## src/rtl/hilo_acc_unit.sv

```systemverilog
// hilo_acc_unit: Hi/Lo result register for a multiply/divide unit.
// Tracks outstanding operations, applies returned results as load or
// accumulate, accepts direct writes only when nothing is in flight, and
// flags protocol violations with a registered one-cycle err pulse.
module hilo_acc_unit #(
  parameter int W        = 32,
  parameter int MAX_PEND = 4
) (
  input  logic           clk,
  input  logic           reset,
  input  logic           issue,
  output logic           issue_ready,
  input  logic           res_valid,
  input  logic [1:0]     res_op,
  input  logic [2*W-1:0] res_data,
  input  logic           mthi_we,
  input  logic           mtlo_we,
  input  logic [W-1:0]   mt_data,
  output logic [W-1:0]   hi_out,
  output logic [W-1:0]   lo_out,
  output logic           rd_valid,
  output logic           busy,
  output logic           err
);

  localparam int CW = $clog2(MAX_PEND + 1);
  localparam logic [CW-1:0] MAX_C = CW'(MAX_PEND);
  localparam logic [CW-1:0] ONE_C = CW'(1);

  localparam logic [1:0] OP_LOAD = 2'b00;
  localparam logic [1:0] OP_ADD  = 2'b01;
  localparam logic [1:0] OP_SUB  = 2'b10;

  logic [2*W-1:0] hiLo;
  logic [2*W-1:0] hiLoNext;
  logic [CW-1:0]  pendCnt;
  logic [CW-1:0]  pendCntNext;
  logic           errNext;

  logic idle;
  logic issueOk;
  logic issueErr;
  logic resOk;
  logic resSpur;
  logic resRsv;
  logic mtReq;
  logic mtOk;
  logic mtErr;

  // Result application; the reserved op leaves the accumulator untouched.
  // Sums and differences wrap modulo 2^(2W).
  function automatic logic [2*W-1:0] applyResult(
    input logic [1:0]     op,
    input logic [2*W-1:0] acc,
    input logic [2*W-1:0] data
  );
    logic [2*W-1:0] r;
    case (op)
      OP_LOAD: r = data;
      OP_ADD:  r = acc + data;
      OP_SUB:  r = acc - data;
      default: r = acc;
    endcase
    return r;
  endfunction

  assign idle        = (pendCnt == '0);
  assign issue_ready = (pendCnt < MAX_C);
  assign rd_valid    = idle;
  assign busy        = ~idle;
  assign hi_out      = hiLo[2*W-1:W];
  assign lo_out      = hiLo[W-1:0];

  assign issueOk  = issue & issue_ready;
  assign issueErr = issue & ~issue_ready;
  assign resOk    = res_valid & ~idle;
  assign resSpur  = res_valid & idle;
  assign resRsv   = resOk & (res_op == 2'b11);
  assign mtReq    = mthi_we | mtlo_we;
  assign mtOk     = mtReq & idle;
  assign mtErr    = mtReq & ~idle;

  // Next-state: pending count, accumulator contents and violation flag.
  // A result and an accepted direct write are mutually exclusive because
  // one needs pendCnt > 0 and the other pendCnt == 0.
  always_comb begin
    pendCntNext = pendCnt;
    case ({issueOk, resOk})
      2'b10:   pendCntNext = pendCnt + ONE_C;
      2'b01:   pendCntNext = pendCnt - ONE_C;
      default: pendCntNext = pendCnt;
    endcase

    hiLoNext = hiLo;
    if (resOk) begin
      hiLoNext = applyResult(res_op, hiLo, res_data);
    end else if (mtOk) begin
      if (mthi_we) hiLoNext[2*W-1:W] = mt_data;
      if (mtlo_we) hiLoNext[W-1:0]   = mt_data;
    end

    errNext = issueErr | resSpur | resRsv | mtErr;
  end

  // State register; reset clears everything and overrides all inputs.
  always_ff @(posedge clk) begin
    if (reset) begin
      hiLo    <= '0;
      pendCnt <= '0;
      err     <= 1'b0;
    end else begin
      hiLo    <= hiLoNext;
      pendCnt <= pendCntNext;
      err     <= errNext;
    end
  end

endmodule

```

## config.mk

```make
export PLATFORM = sky130hd
export DESIGN_NAME = hilo_acc_unit
export DESIGN_NICKNAME = d
export VERILOG_FILES = /design/src/rtl/hilo_acc_unit.sv
export SDC_FILE = /design/constraint.sdc
export NUM_CORES = 1
export LEC_CHECK = 0
export CAP_MARGIN = 20
export CELL_PAD_IN_SITES_DETAIL_PLACEMENT = 0
export CELL_PAD_IN_SITES_GLOBAL_PLACEMENT = 1
export CORE_MARGIN = 8
export CORE_UTILIZATION = 41
export CTS_CLUSTER_DIAMETER = 200
export DETAILED_ROUTE_END_ITERATION = 10
export PLACE_DENSITY = 0.85
export SKIP_LAST_GASP = 1
export SYNTH_ARGS = -nofsm -noshare
export SYNTH_HDL_FRONTEND = slang
export SYNTH_SLANG_ARGS = --single-unit
```

## constraint.sdc

```tcl
create_clock -name clk -period 12.4 [get_ports clk]
set_input_delay 1.86 -clock clk [delete_from_list [all_inputs] [get_ports clk]]
set_output_delay 1.86 -clock clk [all_outputs]
set_load 0.1 [all_outputs]
```

==> results of run 1 <==
[layout make-up]
cell class                      count  area, um^2
Sequential cell                    68        1360
Clock inverter                      6        38.8
Fill cell                        2141       10100
Multi-Input combinational cell   1068        6910
Clock buffer                       10         239
Timing Repair Buffer              180        1770
Tap cell                          275         344
Inverter                           38         143
[registers in the layout (all words and copies together) (netlist names)]
register  flops
err           1
pendCnt       3
hiLo         64
[final timing paths]
| check | to | slack [ps] | start | cells past startpoint |
|---|---|---|---|---|
| worst max-delay path | hiLo[58] | 4950 | res_data[11] | 18 |
| worst min-delay path | hiLo[21] | 480 | hiLo[21] | 2 |
| worst max register to register | hiLo[58] | 8090 | hiLo[0] | 14 |
| worst min register to register | hiLo[21] | 480 | hiLo[21] | 2 |
[metrics by stage]
stage	hold WS (ps)	worst slack, ps	total power, mW
final	480	4950	2.89
after detailed placement	470	4890	2.59
after global routing	504	4570	3.05
after floorplan	459	6060	2.00
after global placement	461	5010	2.59
after CTS	479	5240	2.86
[routing by layer]
layer / routed length (um) / part of all wire [%] / GRT usage (%)
met5: 0 / 0 / 0
met4: 1880 / 4.8 / 13.9
met3: 4290 / 11 / 8.81
met2: 17200 / 44 / 45.0
met1: 15700 / 40 / 35.8
[worst max-delay path, stage by stage]
cell             delay [ps]
clkdlybuf4s50_1         450
or3_1                   450
nor4_1                  660
nand4b_1                390
nor3_1                  600
a21oi_1                 170
xnor2_1                 170
ha_1                    380
nand2_1                 180
o21ai_0                 110
a21oi_1                 220
o41ai_1                 130
a221oi_1                320
o21ai_1                 190
a31oi_1                 570
o21ai_1                 290
xnor2_1                 180
a2111oi_0               360
[cells by family after synthesis]
group                      count (synthesis)  synth area share, %
muxes                                     19                 2.19
AOI/OAI and AO/OA                        448                 32.5
adders and majority gates                 70                 10.3
xor gates and xnor gates                 121                 12.4
buffers and inverters                    111                 4.82
DFF                                       68                 15.7
and+or+nand+nor                          410                 22.1
[cells in the final DEF (no fill, tap or decap), types with 17 or more instances in the layout]
cell / instances
inv_1: 36
dfxtp_1: 68
clkdlybuf4s50_1: 170
nand4_1: 25
a211oi_1: 21
a31oi_1: 21
ha_1: 66
mux2i_1: 19
a21oi_1: 169
xnor2_1: 88
nand2_1: 101
a221oi_1: 17
xor2_1: 32
o21bai_1: 17
o21ai_0: 72
nor3_1: 40
a21o_1: 32
nor2_1: 157
[power by group]
part	switching, mW	internal [mW]
clock	0.120	0.141
sequential	0.0946	0.302
combinational	1.57	0.664
total	1.78	1.11
==> run summary, run 1 <==
die area -> 26100 um^2
CTS root buf -> clkbuf_16
post-synthesis register bit count -> 68
layout cells sized above 1 -> 3.58%
Vias per Instance -> 6.24
Resized cells post-CTS -> 0
Mapped Cells -> 1247
top cell type by total area after synthesis -> dfxtp_1
Final min period -> 7450 ps
antenna violation net count after detailed routing -> 0
peak supply drop -> 197 uV
area delta synth->final -> 24.7%
Total Wirelength -> 39.1 mm
crit end category -> flop
# port buffers -> 171
chip width -> 161 um
Synth top area share -> 15.7%
CP arrival -> 7680 ps
Hold Path Class -> reg -> reg
CP startpoint kind -> input pin
Slew headroom -> 26.2%
top post-synthesis cells by area -> dfxtp_1 16%, a21oi_1 9.9%, ha_1 9.8%, xnor2_1 8.9%, nor2_1 6.8%
Final Skew -> 5.80 ps
sum of negative setup slack -> 0 ps
status -> finished clean
Lkg Pwr -> 4.21 nW
Cell Pwr Density -> 267 nW/um^2
vias post-DR -> 10300
core region area -> 20900 um^2
HPWL after detailed placement -> 30.6 mm
Max clock buf depth -> 2
Synth Flop Type -> dfxtp_1
grt total ovfl -> 0
Post-Place Cells -> 1629
mapped cell area -> 8670 um^2
Max Cap Violations -> 0
Ant. Diodes -> 0
kind of critical path -> in -> reg
CP max FO -> 6
number of global-route vias before repair -> 9768
Final Non-Filler Cells -> 1645
Synth warnings -> 0
hold_buf cts -> 0
design area -> 10800 um^2
Num CTS Buffers -> 9
Placed Area -> 10500 um^2
final core occ -> 51.8%
drt drc -> 0
pin count of the biggest net entering global routing -> 67
CTS tree -> done
final number of hold-violating endpoints -> 0
H-tree levels -> 3
First-pass DRT Iterations -> 5
setup bufs post-CTS -> 0
Initial Util -> 41.5%
num ports -> 172
Post-Syn Nets -> 1421
drt wl/cell -> 23.7 um
num rows -> 53
DR iter-0 viols -> 1055
CTS clk-pin slew, worst paths -> 60 ps
Commonest cells post-synth -> 171 x a21oi_1, 157 x nor2_1, 101 x nand2_1
Slew Limit Fails -> 0
later-pin clock latency in the skew report -> 350 ps
DIE HEIGHT -> 161 um
syn avg cell area -> 6.96 um^2
clk sinks -> 68
Final Cycle Share -> 60.1%
placer's final routability congestion estimate -> 1.05
FMAX -> 134 MHz
initial antenna violation count -> 0
first-pass GRT wire length -> 58.5 mm
Total GRT Usage -> 28.9%
top-count cell post-synth -> a21oi_1
Post-synth EDFFs -> 0
unrepaired setup endpoints after global routing -> no
async set-reset flop share out of synthesis -> 0%
Seq/Total Area, Yosys -> 15.7%
Critical Path RT -> 12630 ps
Distinct cells, synth -> 68
Worst-Margin Slew -> 1100 ps
Layout Nets -> 1539
Final Setup Violations -> 0
Note: power is estimated with default switching activity, not from simulation.
==> run 2, diff against run 1 <==
--- a/config.mk
+++ b/config.mk
@@ -9,10 +9,10 @@
 export CELL_PAD_IN_SITES_DETAIL_PLACEMENT = 0
 export CELL_PAD_IN_SITES_GLOBAL_PLACEMENT = 1
 export CORE_MARGIN = 8
-export CORE_UTILIZATION = 41
+export CORE_UTILIZATION = 38
 export CTS_CLUSTER_DIAMETER = 200
 export DETAILED_ROUTE_END_ITERATION = 10
-export PLACE_DENSITY = 0.85
+export PLACE_DENSITY = 0.79
 export SKIP_LAST_GASP = 1
 export SYNTH_ARGS = -nofsm -noshare
 export SYNTH_HDL_FRONTEND = slang
==> constraint.sdc (replaced) <==
create_clock -name clk -period 7.3 [get_ports clk]
set_input_delay 1.095 -clock clk [delete_from_list [all_inputs] [get_ports clk]]
set_output_delay 1.095 -clock clk [all_outputs]
set_load 0.1 [all_outputs]
==> run 2 against run 1 <==
Net effect: worst setup slack lost 4400 ps; largest power group unchanged; non-clock buffer count is 9 higher; worst hold slack gained 0.59 ps; critical endpoint unchanged; critical path type unchanged; highest routed layer unchanged.
==> run summary, run 2 (same netlist as run 1, synthesis figures left out) <==
status -> finished clean
antenna violation net count after detailed routing -> 0
Critical Path RT -> 7530 ps
die area -> 27900 um^2
number of global-route vias before repair -> 10100
Layout Nets -> 1548
placer's final routability congestion estimate -> 1.02
num ports -> 172
drt drc -> 0
kind of critical path -> in -> reg
Worst-Margin Slew -> 1040 ps
crit end category -> flop
final number of hold-violating endpoints -> 0
# port buffers -> 171
drt wl/cell -> 24.5 um
area delta synth->final -> 25.7%
CTS root buf -> clkbuf_16
DR iter-0 viols -> 1118
Slew headroom -> 30.4%
initial antenna violation count -> 0
CTS clk-pin slew, worst paths -> 60 ps
HPWL after detailed placement -> 32.5 mm
FMAX -> 149 MHz
Critical Path Source -> res_data[23]
registers with the most flip-flops -> hiLo (64), pendCnt (3), err (1)
Num CTS Buffers -> 9
most frequent cells in the layout -> 170 x clkdlybuf4s50_1, 169 x a21oi_1, 157 x nor2_1
setup slack, reg-to-reg -> 3070 ps
fill cell count -> 2323
First-pass DRT Iterations -> 5
setup bufs post-CTS -> 0
WHS -> 480 ps
Vias per Instance -> 6.21
Initial Util -> 38.5%
r2r startpoint -> hiLo[0]
CP max FO -> 6
Largest register FFs -> 64
chip width -> 167 um
CP max stage delay -> 640 ps
Final min period -> 6730 ps
most common cell after layout, fill and taps aside -> clkdlybuf4s50_1
layout cells sized above 1 -> 3.92%
Max stage delay cell, worst path -> o41ai_1
Worst R2R Path Depth -> 14
Biggest register -> hiLo
Hold Path Class -> reg -> reg
Total Wirelength -> 40.7 mm
Lkg Pwr -> 4.26 nW
Final Non-Filler Cells -> 1663
sum of negative setup slack -> 0 ps
Slew Limit Fails -> 0
clk sinks -> 68
area of the multi-input gates -> 6910 um^2
Final Skew -> 8.18 ps
CTS tree -> done
crit path cell chain -> clkdlybuf4s50_1 > nor3_1 > nor3b_1 > nand4b_1 > nor3_1 > a21oi_1 > xnor2_1 > ha_1 > nand2_1 > nor2_1 > a21oi_1 > o41ai_1 > a221oi_1 > o21ai_1 > a31oi_1 > o21ai_1 > xnor2_1 > a2111oi_0
Cell Pwr Density -> 459 nW/um^2
Resized cells post-CTS -> 0
first-pass GRT wire length -> 62.0 mm
core region area -> 22500 um^2
Final Setup Violations -> 0
CP startpoint kind -> input pin
CP endpoint -> hiLo[58]
Storage cell area -> 1360 um^2
Total GRT Usage -> 28.4%
peak supply drop -> 365 uV
DIE HEIGHT -> 167 um
Post-Place Cells -> 1648
CP arrival -> 6960 ps
hold_buf cts -> 0
Max Cap Violations -> 0
Ant. Diodes -> 0
later-pin clock latency in the skew report -> 350 ps
vias post-DR -> 10300
Max clock buf depth -> 2
unrepaired setup endpoints after global routing -> no
Final Cycle Share -> 92.2%
H-tree levels -> 3
pin count of the biggest net entering global routing -> 67
grt total ovfl -> 0
num rows -> 55
Critical R2R Capture -> hiLo[58]
## run 2: cell types whose count changed in the layout (fill, tap and decap cells not counted), sizes merged
cell and change:
clkinv -2, inv -1, bufinv +1, buf +9, clkbuf +3, clkinvlp -2
## run 2: cell type report
cell class	instances	area share (%)
multi-input cells	1068	63.4
repair buffers	189	16.9
flip-flops and latches	68	12.5
well taps	285	3.27
clock buffers	13	2.30
inverters	38	1.31
clock inverters	2	0.321
## run 2: power by group
group	total, mW	switching, mW	internal (mW)
registers	0.676	0.163	0.513
logic	3.86	2.73	1.14
clock network	0.466	0.193	0.273
## run 2: worst max-delay path: cells and delay by family
| family | cells | cell delay (ps) |
|---|---|---|
| buf+inv | 1 | 470 |
| simple gates | 6 | 2370 |
| compound gates | 8 | 2340 |
| fa+ha+maj | 1 | 390 |
| xor+xnor | 2 | 260 |
## run 2: per-stage QoR
stage,area [um^2],util [%],setup slack (ps),total power [mW]
3_5_place_dp,10600,47.2,524,4.46
4_1_cts,10900,48.4,866,4.95
2_1_floorplan,8670,-,1720,3.40
5_1_grt,10900,48.4,380,5.28
6_report,10900,48.4,571,5.00
3_3_place_gp,10600,47.2,595,4.48
## run 2: how the worst min path moves through the flow
stage | startpoint | cells after the start | end
2_1_floorplan | pendCnt[1] | 2 | pendCnt[1]
3_3_place_gp | hiLo[24] | 2 | hiLo[24]
3_5_place_dp | hiLo[22] | 2 | hiLo[22]
4_1_cts | hiLo[22] | 2 | hiLo[22]
5_1_grt | hiLo[22] | 2 | hiLo[22]
6_report | hiLo[21] | 2 | hiLo[21]
## run 2: metal layers
| metal | vias to the layer above | track usage (%) | routed length (um) |
|---|---|---|---|
| met5 | - | 0 | 0 |
| met3 | 80 | 7.42 | 3810 |
| li1 | 4839 | - | - |
| met1 | 4859 | 37.8 | 18100 |
| met2 | 547 | 42.7 | 17200 |
| met4 | 0 | 11.7 | 1580 |
==> run 3, diff against run 2 <==
--- a/config.mk
+++ b/config.mk
@@ -5,12 +5,12 @@
 export SDC_FILE = /design/constraint.sdc
 export NUM_CORES = 1
 export LEC_CHECK = 0
+export ABC_AREA = 0
 export CAP_MARGIN = 20
 export CELL_PAD_IN_SITES_DETAIL_PLACEMENT = 0
 export CELL_PAD_IN_SITES_GLOBAL_PLACEMENT = 1
 export CORE_MARGIN = 8
 export CORE_UTILIZATION = 38
-export CTS_CLUSTER_DIAMETER = 200
 export DETAILED_ROUTE_END_ITERATION = 10
 export PLACE_DENSITY = 0.79
 export SKIP_LAST_GASP = 1
==> results of run 3 <==
The final DEF is identical to that of run 2; final timing and power are the same.
